`src/rtl/xadc_packet_package.sv`:
```
// Shared types and helpers for the multichannel XADC COBS packetizer.
package xadc_packet_package;

  localparam logic [7:0] COBS_DELIMITER = 8'h00;

  typedef enum logic [2:0] {
    IDLE,
    HEADER,
    CAPTURE,
    SERIALIZE,
    FINALIZE,
    EMIT,
    DELIM
  } pkt_state_t;

  function automatic int sample_bytes(input int width);
    return (width + 7) / 8;
  endfunction

endpackage

```
`src/rtl/cobs_encode_buffer.sv`:
```
// Byte buffer that COBS-encodes a payload in place: slot 0 holds the overhead
// code and payload byte k lands in slot k+1 unless it is a zero.
module cobs_encode_buffer
  import xadc_packet_package::*;
#(
  parameter int BUF_DEPTH = 64,
  parameter int ADDR_W    = $clog2(BUF_DEPTH)
) (
  input  logic              clk,
  input  logic              reset,
  input  logic              clear,
  input  logic              wr_en,
  input  logic [ADDR_W-1:0] wr_index,
  input  logic [7:0]        wr_data,
  input  logic              fin_en,
  input  logic [ADDR_W-1:0] fin_len,
  input  logic [ADDR_W-1:0] rd_addr,
  output logic [7:0]        rd_data
);

  logic [7:0]        mem [BUF_DEPTH];
  logic [ADDR_W-1:0] last_code_pos;
  logic [ADDR_W-1:0] slot;

  assign slot    = wr_index + ADDR_W'(1);
  assign rd_data = mem[rd_addr];

  always_ff @(posedge clk or posedge reset) begin
    if (reset) begin
      last_code_pos <= '0;
    end else if (clear) begin
      last_code_pos <= '0;
    end else if (wr_en && wr_data == COBS_DELIMITER) begin
      last_code_pos <= slot;
    end
  end

  // A zero byte closes the current block: its code slot gets the distance to here.
  always_ff @(posedge clk) begin
    if (fin_en) begin
      mem[last_code_pos] <= 8'(fin_len + ADDR_W'(1) - last_code_pos);
    end else if (wr_en) begin
      if (wr_data == COBS_DELIMITER) begin
        mem[last_code_pos] <= 8'(slot - last_code_pos);
      end else begin
        mem[slot] <= wr_data;
      end
    end
  end

endmodule

```
`src/rtl/xadc_multichannel_packetizer.sv`:
```
// Collects one sample per enabled channel, frames it with seq/mask bytes,
// COBS-encodes it and streams it out as bytes ending in a 0x00 delimiter.
module xadc_multichannel_packetizer
  import xadc_packet_package::*;
#(
  parameter int NUM_CHANNELS = 2,
  parameter int SAMPLE_WIDTH = 16,
  parameter int BUF_DEPTH    = 64
) (
  input  logic                                 clk,
  input  logic                                 reset,
  input  logic [NUM_CHANNELS-1:0]              channel_enable,
  input  logic [NUM_CHANNELS*SAMPLE_WIDTH-1:0] ch_tdata,
  input  logic [NUM_CHANNELS-1:0]              ch_tvalid,
  output logic [NUM_CHANNELS-1:0]              ch_tready,
  output logic [7:0]                           pkt_tdata,
  output logic                                 pkt_tvalid,
  input  logic                                 pkt_tready,
  output logic                                 pkt_tlast,
  output logic [7:0]                           seq_count
);

  localparam int SB  = sample_bytes(SAMPLE_WIDTH);
  localparam int AW  = $clog2(BUF_DEPTH);
  localparam int CW  = (NUM_CHANNELS > 1) ? $clog2(NUM_CHANNELS) : 1;
  localparam int BCW = (SB > 1) ? $clog2(SB) : 1;

  generate
    if (BUF_DEPTH < 3 + NUM_CHANNELS * SB) begin : g_depth_check
      $error("BUF_DEPTH too small for NUM_CHANNELS samples");
    end
  endgenerate

  pkt_state_t state, state_next;

  logic [NUM_CHANNELS-1:0] mask;
  logic [7:0]              mask_byte;
  logic [CW-1:0]           cur, first_ch, next_ch;
  logic                    has_next;
  logic [BCW-1:0]          byte_cnt;
  logic [SB*8-1:0]         sample_reg;
  logic [AW-1:0]           pay_idx, len, rd_ptr;
  logic                    wr_en, fin_en, buf_clear, out_load;
  logic [7:0]              wr_data, rd_data;

  assign out_load = !pkt_tvalid || pkt_tready;

  always_comb begin
    mask_byte = '0;
    mask_byte[NUM_CHANNELS-1:0] = mask;
  end

  // Lowest channel in the incoming enable, and the next latched channel above cur.
  always_comb begin
    first_ch = '0;
    has_next = 1'b0;
    next_ch  = cur;
    for (int i = NUM_CHANNELS - 1; i >= 0; i--) begin
      if (channel_enable[i]) first_ch = CW'(i);
      if (mask[i] && i > int'(cur)) begin
        has_next = 1'b1;
        next_ch  = CW'(i);
      end
    end
  end

  always_ff @(posedge clk or posedge reset) begin
    if (reset) state <= IDLE;
    else       state <= state_next;
  end

  always_comb begin
    state_next = state;
    ch_tready  = '0;
    wr_en      = 1'b0;
    wr_data    = seq_count;
    fin_en     = 1'b0;
    buf_clear  = 1'b0;
    case (state)
      IDLE: begin
        if (|channel_enable) begin
          buf_clear  = 1'b1;
          state_next = HEADER;
        end
      end
      HEADER: begin
        wr_en   = 1'b1;
        wr_data = (byte_cnt == '0) ? seq_count : mask_byte;
        if (byte_cnt == BCW'(1)) state_next = CAPTURE;
      end
      CAPTURE: begin
        ch_tready[cur] = 1'b1;
        if (ch_tvalid[cur]) state_next = SERIALIZE;
      end
      SERIALIZE: begin
        wr_en   = 1'b1;
        wr_data = sample_reg[7:0];
        if (byte_cnt == BCW'(SB - 1)) state_next = has_next ? CAPTURE : FINALIZE;
      end
      FINALIZE: begin
        fin_en     = 1'b1;
        state_next = EMIT;
      end
      EMIT: begin
        if (out_load && rd_ptr > len) state_next = DELIM;
      end
      DELIM: begin
        if (pkt_tready) state_next = IDLE;
      end
      default: state_next = IDLE;
    endcase
  end

  // Datapath and registered output stage; output regs only move when out_load.
  always_ff @(posedge clk or posedge reset) begin
    if (reset) begin
      mask       <= '0;
      cur        <= '0;
      byte_cnt   <= '0;
      sample_reg <= '0;
      pay_idx    <= '0;
      len        <= '0;
      rd_ptr     <= '0;
      pkt_tdata  <= '0;
      pkt_tvalid <= 1'b0;
      pkt_tlast  <= 1'b0;
      seq_count  <= '0;
    end else begin
      case (state)
        IDLE: begin
          mask     <= channel_enable;
          cur      <= first_ch;
          byte_cnt <= '0;
          pay_idx  <= '0;
        end
        HEADER: begin
          pay_idx  <= pay_idx + AW'(1);
          byte_cnt <= (byte_cnt == BCW'(1)) ? '0 : byte_cnt + BCW'(1);
        end
        CAPTURE: begin
          byte_cnt <= '0;
          if (ch_tvalid[cur])
            sample_reg <= (SB*8)'(ch_tdata[cur*SAMPLE_WIDTH +: SAMPLE_WIDTH]);
        end
        SERIALIZE: begin
          pay_idx    <= pay_idx + AW'(1);
          sample_reg <= sample_reg >> 8;
          if (byte_cnt == BCW'(SB - 1)) begin
            byte_cnt <= '0;
            if (has_next) cur <= next_ch;
          end else begin
            byte_cnt <= byte_cnt + BCW'(1);
          end
        end
        FINALIZE: begin
          len    <= pay_idx;
          rd_ptr <= '0;
        end
        EMIT: begin
          if (out_load) begin
            pkt_tvalid <= 1'b1;
            if (rd_ptr <= len) begin
              pkt_tdata <= rd_data;
              pkt_tlast <= 1'b0;
              rd_ptr    <= rd_ptr + AW'(1);
            end else begin
              pkt_tdata <= COBS_DELIMITER;
              pkt_tlast <= 1'b1;
            end
          end
        end
        DELIM: begin
          if (pkt_tready) begin
            pkt_tvalid <= 1'b0;
            pkt_tlast  <= 1'b0;
            pkt_tdata  <= '0;
            seq_count  <= seq_count + 8'd1;
          end
        end
        default: ;
      endcase
    end
  end

  cobs_encode_buffer #(
    .BUF_DEPTH (BUF_DEPTH),
    .ADDR_W    (AW)
  ) u_buf (
    .clk      (clk),
    .reset    (reset),
    .clear    (buf_clear),
    .wr_en    (wr_en),
    .wr_index (pay_idx),
    .wr_data  (wr_data),
    .fin_en   (fin_en),
    .fin_len  (pay_idx),
    .rd_addr  (rd_ptr),
    .rd_data  (rd_data)
  );

endmodule

```
`config.mk`:
```
export PLATFORM = sky130hd
export DESIGN_NAME = xadc_multichannel_packetizer
export DESIGN_NICKNAME = d
export VERILOG_FILES = /design/src/rtl/xadc_packet_package.sv /design/src/rtl/cobs_encode_buffer.sv /design/src/rtl/xadc_multichannel_packetizer.sv
export SDC_FILE = /design/constraint.sdc
export NUM_CORES = 1
export LEC_CHECK = 0
export CAP_MARGIN = 10
export CORE_ASPECT_RATIO = 0.6
export CORE_MARGIN = 2
export CORE_UTILIZATION = 56
export CTS_CLUSTER_DIAMETER = 40
export DETAILED_ROUTE_END_ITERATION = 8
export PLACE_DENSITY_LB_ADDON = 0.05
export RECOVER_POWER = 25
export REMOVE_ABC_BUFFERS = 1
export SLEW_MARGIN = 10
export SYNTH_ARGS = -nofsm -noshare
export SYNTH_HDL_FRONTEND = slang
export SYNTH_SLANG_ARGS = --single-unit
```
`constraint.sdc`:
```
create_clock -name clk -period 5 [get_ports clk]
set_input_delay 1 -clock clk [delete_from_list [all_inputs] [get_ports clk]]
set_output_delay 1 -clock clk [all_outputs]
set_load 0.005 [all_outputs]
```
==> qor.csv, run 1 <==
metric;value;unit
final_core_utilization;63.8;%
worst-endpoint-arrival;4780;ps
average_routed_wire_per_standard_cell;26.2;um
finalWeightedCongestion;0.912;
fp.coreArea;43000;um^2
netlist.area_leader.share;63.4;%
critPathRequiredTime;5160;ps
final_critical_path_setup_slack;380;ps
setup_violations;0;
global_route_wire_length_before_repair;87400;um
synthCells;1539;
antenna_found_initial;3;
grt_use_met2;36.8;%
wl;58800;um
critPathLaunchType;flop;
cp-end-kind;flop;
detailedPlacementHpwl;38700;um
grt_remaining_overflow;0;
grt_setup_unrepaired;no;
pin_count_of_the_biggest_net_entering_global_routing;67;
grt_pass1_vias;13400;
floorplan.initialDensity;56.4;%
yosys_warnings;0;
max_slew.worst_pin.slew;2220;ps
cp_max_fo;13;
violations;capacitance limit, slew limit;
ant_nets;0;
layout_worst_path_cycle_share;92.4;%
cts.htree.levels;2;
seq_area_frac_synth;70.1;%
chipHeight;165;um
ys_top_cells_by_area;edfxtp_1, mux4_2, dfrtp_1;
routed-via-count;14200;
finalWorstPathRequiredPeriod;4620;ps
grt.busiest_layer;met1;
max_slew_margin;-49.8;%
area_delta_synth_final;13.2;%
power.density_cell_area;728;nW/um^2
synth_largest_area_cell;edfxtp_1;
grt_util_met3;5.83;%
clkSinkCount;577;
crit_path_cell_trace;or4_1 -> o32a_1 -> o41a_1 -> a221oi_1 -> nor2_1;
fp.dieArea;45100;um^2
nFillCells;3117;
leakage;9.81;nW
num-nets-final;1673;
vias_per_cell;6.33;
cts_made_buffers;54;
max_cap_violations;6;
largest_register_ff_count;512;
syn_area;24300;um^2
cts_tree;built;
critPathSlowestCell;a221oi_1;
r2r_slack;380;ps
peakVddDrop;1270;uV
synth_enable_flop_cells;512;
grt_use_met1;43.2;%
post_cts_buffers;0;
dp_slack;750;ps
cts.reportedPaths.clkPinSlew;60;ps
fmax;0.216;GHz
drc;0;
buffer_ports.inserted;58;
detailedRoute.firstIterationViolations;1716;
postSynthRegisterBits;577;
crit_type;flop to flop;
clock_latency_late_sink;590;ps
async_sr_flop_fraction;11.3;%
track_usage;26.7;%
timing_max_transition_violations_final;162;
width_of_the_die;273;um
ctsHoldBuffers;0;
std_cell_rows;59;
cp_slowest_stage_delay;1590;ps
syn_avg_cell_area;15.8;um^2
clock_skew;17.1;ps
synth.distinct_cells;66;
worst_hold_path_type;flop to flop;
timing_hold_violations_final;0;
aggregate_negative_setup_slack;0;ps
status;complete, but fails checks;
ys.flop_type;edfxtp_1;
power;0.0200;W
clk_root_buf;clkbuf_16;
cts_resized;0;
clock_path_buffers;3;
drt_first_pass_iters;5;
floorplan.io_pins;59;
fraction_of_layout_instances_using_a_drive_strength_above_1;13.6;%
[kinds of logic (layout without fill, tap and decap cells)]
| logic type | count (synthesis) | in the layout | share of synthesized area, % |
|---|---|---|---|
| flops | 577 | 577 | 70.1 |
| simple gates | 373 | 373 | 7.20 |
| compound gates | 231 | 231 | 6.69 |
| mux | 216 | 216 | 12.8 |
| buf+inv | 111 | 231 | 1.90 |
| fa+ha+maj | 16 | 16 | 0.856 |
| xor+xnor | 15 | 15 | 0.541 |
| other cells | 0 | 3 | 0 |
[placed cells by master (no fill, tap or decap), types with 11 or more instances in the layout]
cell type	n
a21o_1	11
a21oi_1	32
a22o_1	11
a22oi_1	48
and3_1	15
buf_4	38
clkbuf_1	18
clkbuf_16	54
clkdlybuf4s50_1	38
clkinv_1	11
dfrtp_1	63
dlygate4sd3_1	20
edfxtp_1	512
ha_1	15
inv_1	22
mux2_2	15
mux2i_1	128
mux4_2	73
nand2_1	132
nand3_1	39
nand4_1	21
nor2_1	84
nor3_1	25
nor4_1	14
o21ai_0	53
or4_1	12
[cell type report]
class                      count  area [um^2]  share of cell area (%)
timing repair buffer         111          987                    3.59
clock inverter                35          427                    1.55
clock buffer                  62         1390                    5.06
multi-input combinational    851         6850                    24.9
antenna                        3         7.51                  0.0273
inverter                      23         86.3                   0.314
tap                          579          724                    2.64
sequential                   577        17000                    61.9
[critical path: cells and delay by family (launching register included)]
| family | cells | cell delay, ps |
|---|---|---|
| flops | 1 | 430 |
| compound gates | 3 | 2530 |
| simple gates | 2 | 1220 |
[cells in the mapped netlist, drive strengths merged, types with 37 or more instances]
| cell type | number |
|---|---|
| a21oi | 37 |
| a22oi | 48 |
| buf | 39 |
| clkbuf | 49 |
| dfrtp | 65 |
| edfxtp | 512 |
| mux2i | 128 |
| mux4 | 73 |
| nand2 | 132 |
| nand3 | 39 |
| nor2 | 84 |
| o21ai | 54 |
[final timing paths]
path,from,to,cells after the start
min in group asynchronous,reset,rd_ptr[3],2
hold / removal,sample_reg[12],sample_reg[12],2
setup reg to reg,seq_count[2],u_buf.mem[48][0],5
max in group asynchronous,reset,seq_count[6],3
setup / recovery,seq_count[2],u_buf.mem[48][0],5
hold reg to reg,sample_reg[12],sample_reg[12],2
[routing by layer]
| metal | vias up | share of wire [%] |
|---|---|---|
| li1 | 6224 | - |
| met1 | 7282 | 47 |
| met2 | 592 | 42 |
| met3 | 94 | 9.7 |
| met4 | 4 | 1.9 |
| met5 | - | 0.046 |
[report_power, final]
group / internal [W] / leakage [nW] / switching (W) / total (W)
sequential: 0.00816 / 5.46 / 0.000392 / 0.00856
combinational: 0.00195 / 3.47 / 0.00525 / 0.00720
clock: 0.00246 / 0.884 / 0.00177 / 0.00424
total: 0.0126 / 9.81 / 0.00741 / 0.0200
[through the flow]
step,cell area (um^2),instances,hold slack [ps]
after floorplan,23900,1451,443
after global placement,25700,2141,459
after detailed placement,25700,2141,463
after CTS,27600,2238,476
after global routing,27500,2239,503
final,27500,2241,472
Note: power is estimated with default switching activity, not from simulation.
==> run 2: changes to the inputs <==
--- a/config.mk
+++ b/config.mk
@@ -6,11 +6,13 @@
 export NUM_CORES = 1
 export LEC_CHECK = 0
 export CAP_MARGIN = 10
+export CELL_PAD_IN_SITES_DETAIL_PLACEMENT = 1
+export CELL_PAD_IN_SITES_GLOBAL_PLACEMENT = 1
 export CORE_ASPECT_RATIO = 0.6
-export CORE_MARGIN = 2
-export CORE_UTILIZATION = 56
+export CORE_UTILIZATION = 48
 export CTS_CLUSTER_DIAMETER = 40
 export DETAILED_ROUTE_END_ITERATION = 8
+export MAX_ROUTING_LAYER = met4
 export PLACE_DENSITY_LB_ADDON = 0.05
 export RECOVER_POWER = 25
 export REMOVE_ABC_BUFFERS = 1
==> run 2 against run 1 <==
The run still ends with capacitance limit, slew limit left. Power rose by 1.9%. Utilization fell by 8.2 points. Register-to-register slack improved by 99 ps. Critical path depth rose by 3. Sequential share of layout area fell by 0.33 points. Clock power fell by 2%. Clock-buffer cell count rose by 6.
==> qor.csv, run 2 (synthesis results as in run 1) <==
metric;value;unit
width_of_the_die;292;um
detailedPlacementHpwl;42800;um
global_route_wire_length_before_repair;98200;um
r2r-end;u_buf.mem[36][1];
fmax;0.221;GHz
drt_first_pass_iters;5;
cp-end-kind;flop;
clock_skew;31.4;ps
p_seq_share;41.9;%
chipHeight;176;um
critPathRequiredTime;5240;ps
cts_made_buffers;57;
grt_setup_unrepaired;no;
area_used_by_multi_input_combinational_logic;6890;um^2
crit_path_start;state[2];
finalWorstPathRequiredPeriod;4520;ps
fp.dieArea;51500;um^2
netSwitchingPower;0.00787;W
layout_worst_path_cycle_share;90.4;%
buffer_ports.inserted;58;
cp_max_fo;23;
fraction_of_layout_instances_using_a_drive_strength_above_1;14.5;%
layout.cells.most_common_list;edfxtp_1, nand2_1, mux2i_1;
timing_hold_violations_final;0;
clkSinkCount;577;
antenna_found_initial;0;
post_cts_buffers;0;
grt_remaining_overflow;0;
post-route-cell-area;27600;um^2
ctsHoldBuffers;0;
peakVddDrop;1620;uV
vias_per_cell;6.17;
routed-via-count;14300;
detailedRoute.firstIterationViolations;1262;
pin_count_of_the_biggest_net_entering_global_routing;65;
swShare;38.6;%
wl;65300;um
r2r_slack;480;ps
cts.reportedPaths.clkPinSlew;60;ps
setup_violations;0;
r2r_start;state[2];
clockPowerShare;20.5;%
status;complete, but fails checks;
floorplan.initialDensity;48.9;%
post_dp_cell_area;25900;um^2
timing_max_transition_violations_final;124;
most_common_library_cell_in_the_layout_ignoring_fill_and_taps;edfxtp_1;
leakage;9.83;nW
crit_type;flop to flop;
drc;0;
worst-endpoint-arrival;4760;ps
average_routed_wire_per_standard_cell;28.2;um
power.density_cell_area;738;nW/um^2
pwr-share-comb;37.6;%
area_delta_synth_final;13.8;%
max_cap_violations;3;
clock_latency_late_sink;610;ps
std_cell_rows;63;
cts_resized;0;
critPathLaunchType;flop;
ant_nets;0;
internal-power;0.0125;W
worst-r2r-cell-count;8;
num-nets-final;1672;
clock_path_buffers;3;
finalWeightedCongestion;0.885;
fp.coreArea;49700;um^2
max_slew.worst_pin.slew;1940;ps
track_usage;26.9;%
violations;capacitance limit, slew limit;
register_area;17000;um^2
timing.hold.ws;471;ps
clk_root_buf;clkbuf_16;
cts.htree.levels;2;
floorplan.io_pins;59;
grt_pass1_vias;14700;
cts_tree;built;
max_slew_margin;-30.5;%
nFillCells;4574;
worst_hold_path_type;flop to flop;
worst_setup_path_endpoint;u_buf.mem[36][1];
largest_register_ff_count;512;
run 2: cell count changes in the layout (fill, tap and decap cells not counted), moves of 3 or more:
cell and change:
buf_4 -4, clkinv_2 +3, clkbuf_16 +4, bufinv_16 -7, buf_12 +3, clkinv_4 +3, clkbuf_1 -3
run 2: cell type report:
type	instances	area share (%)
Sequential cell	577	61.6
Multi-Input combinational cell	851	24.9
Clock buffer	68	5.39
Timing Repair Buffer	107	3.67
Tap cell	650	2.94
Clock inverter	38	1.16
Inverter	23	0.313
Antenna cell	1	0.00906
run 2: layer usage:
| layer | routed length [um] | part of all wire [%] | up-vias | track usage (%) |
|---|---|---|---|---|
| met2 | 27800 | 43 | 465 | 36.9 |
| met5 | 0 | 0 | - | - |
| li1 | - | - | 6235 | - |
| met1 | 31000 | 47 | 7509 | 40.8 |
| met3 | 5250 | 8.0 | 85 | 6.04 |
| met4 | 1210 | 1.9 | 0 | 5.72 |
run 2: worst min-delay path by stage:
| stage | from | end | depth (start not counted) |
|---|---|---|---|
| 2_1_floorplan | sample_reg[10] | sample_reg[10] | 2 |
| 3_3_place_gp | sample_reg[12] | sample_reg[12] | 2 |
| 3_5_place_dp | sample_reg[10] | sample_reg[10] | 2 |
| 4_1_cts | sample_reg[10] | sample_reg[10] | 2 |
| 5_1_grt | sample_reg[10] | sample_reg[10] | 2 |
| 6_report | sample_reg[10] | sample_reg[10] | 2 |
run 2: power by group through the flow:
stage	logic, W	clock network (W)	registers (W)
CTS	0.00789	0.00425	0.00849
global route	0.00825	0.00441	0.00859
global placement	0.00771	0	0.00857
floorplan	0.00391	0	0.00885
detailed placement	0.00786	0	0.00859
finish	0.00766	0.00417	0.00854
run 2: worst max-delay path, stage by stage, from the launching register on:
cell	delay (ps)
dfrtp_1	340
clkbuf_1	640
nand3b_1	200
buf_4	220
a21oi_1	130
nor4_1	960
a221o_1	600
nand2_1	340
nor2_1	720
run 2: through the flow:
stage | cells | setup TNS [ps] | worst slack, ps | utilization [%] | power [W]
3_5_place_dp | 2208 | 0 | 799 | 52.1 | 0.0165
3_3_place_gp | 2208 | 0 | 909 | 52.1 | 0.0163
4_1_cts | 2314 | 0 | 755 | 55.7 | 0.0206
2_1_floorplan | 1451 | -115230 | -2370 | - | 0.0128
6_report | 2315 | 0 | 479 | 55.6 | 0.0204
5_1_grt | 2314 | 0 | 278 | 55.6 | 0.0213
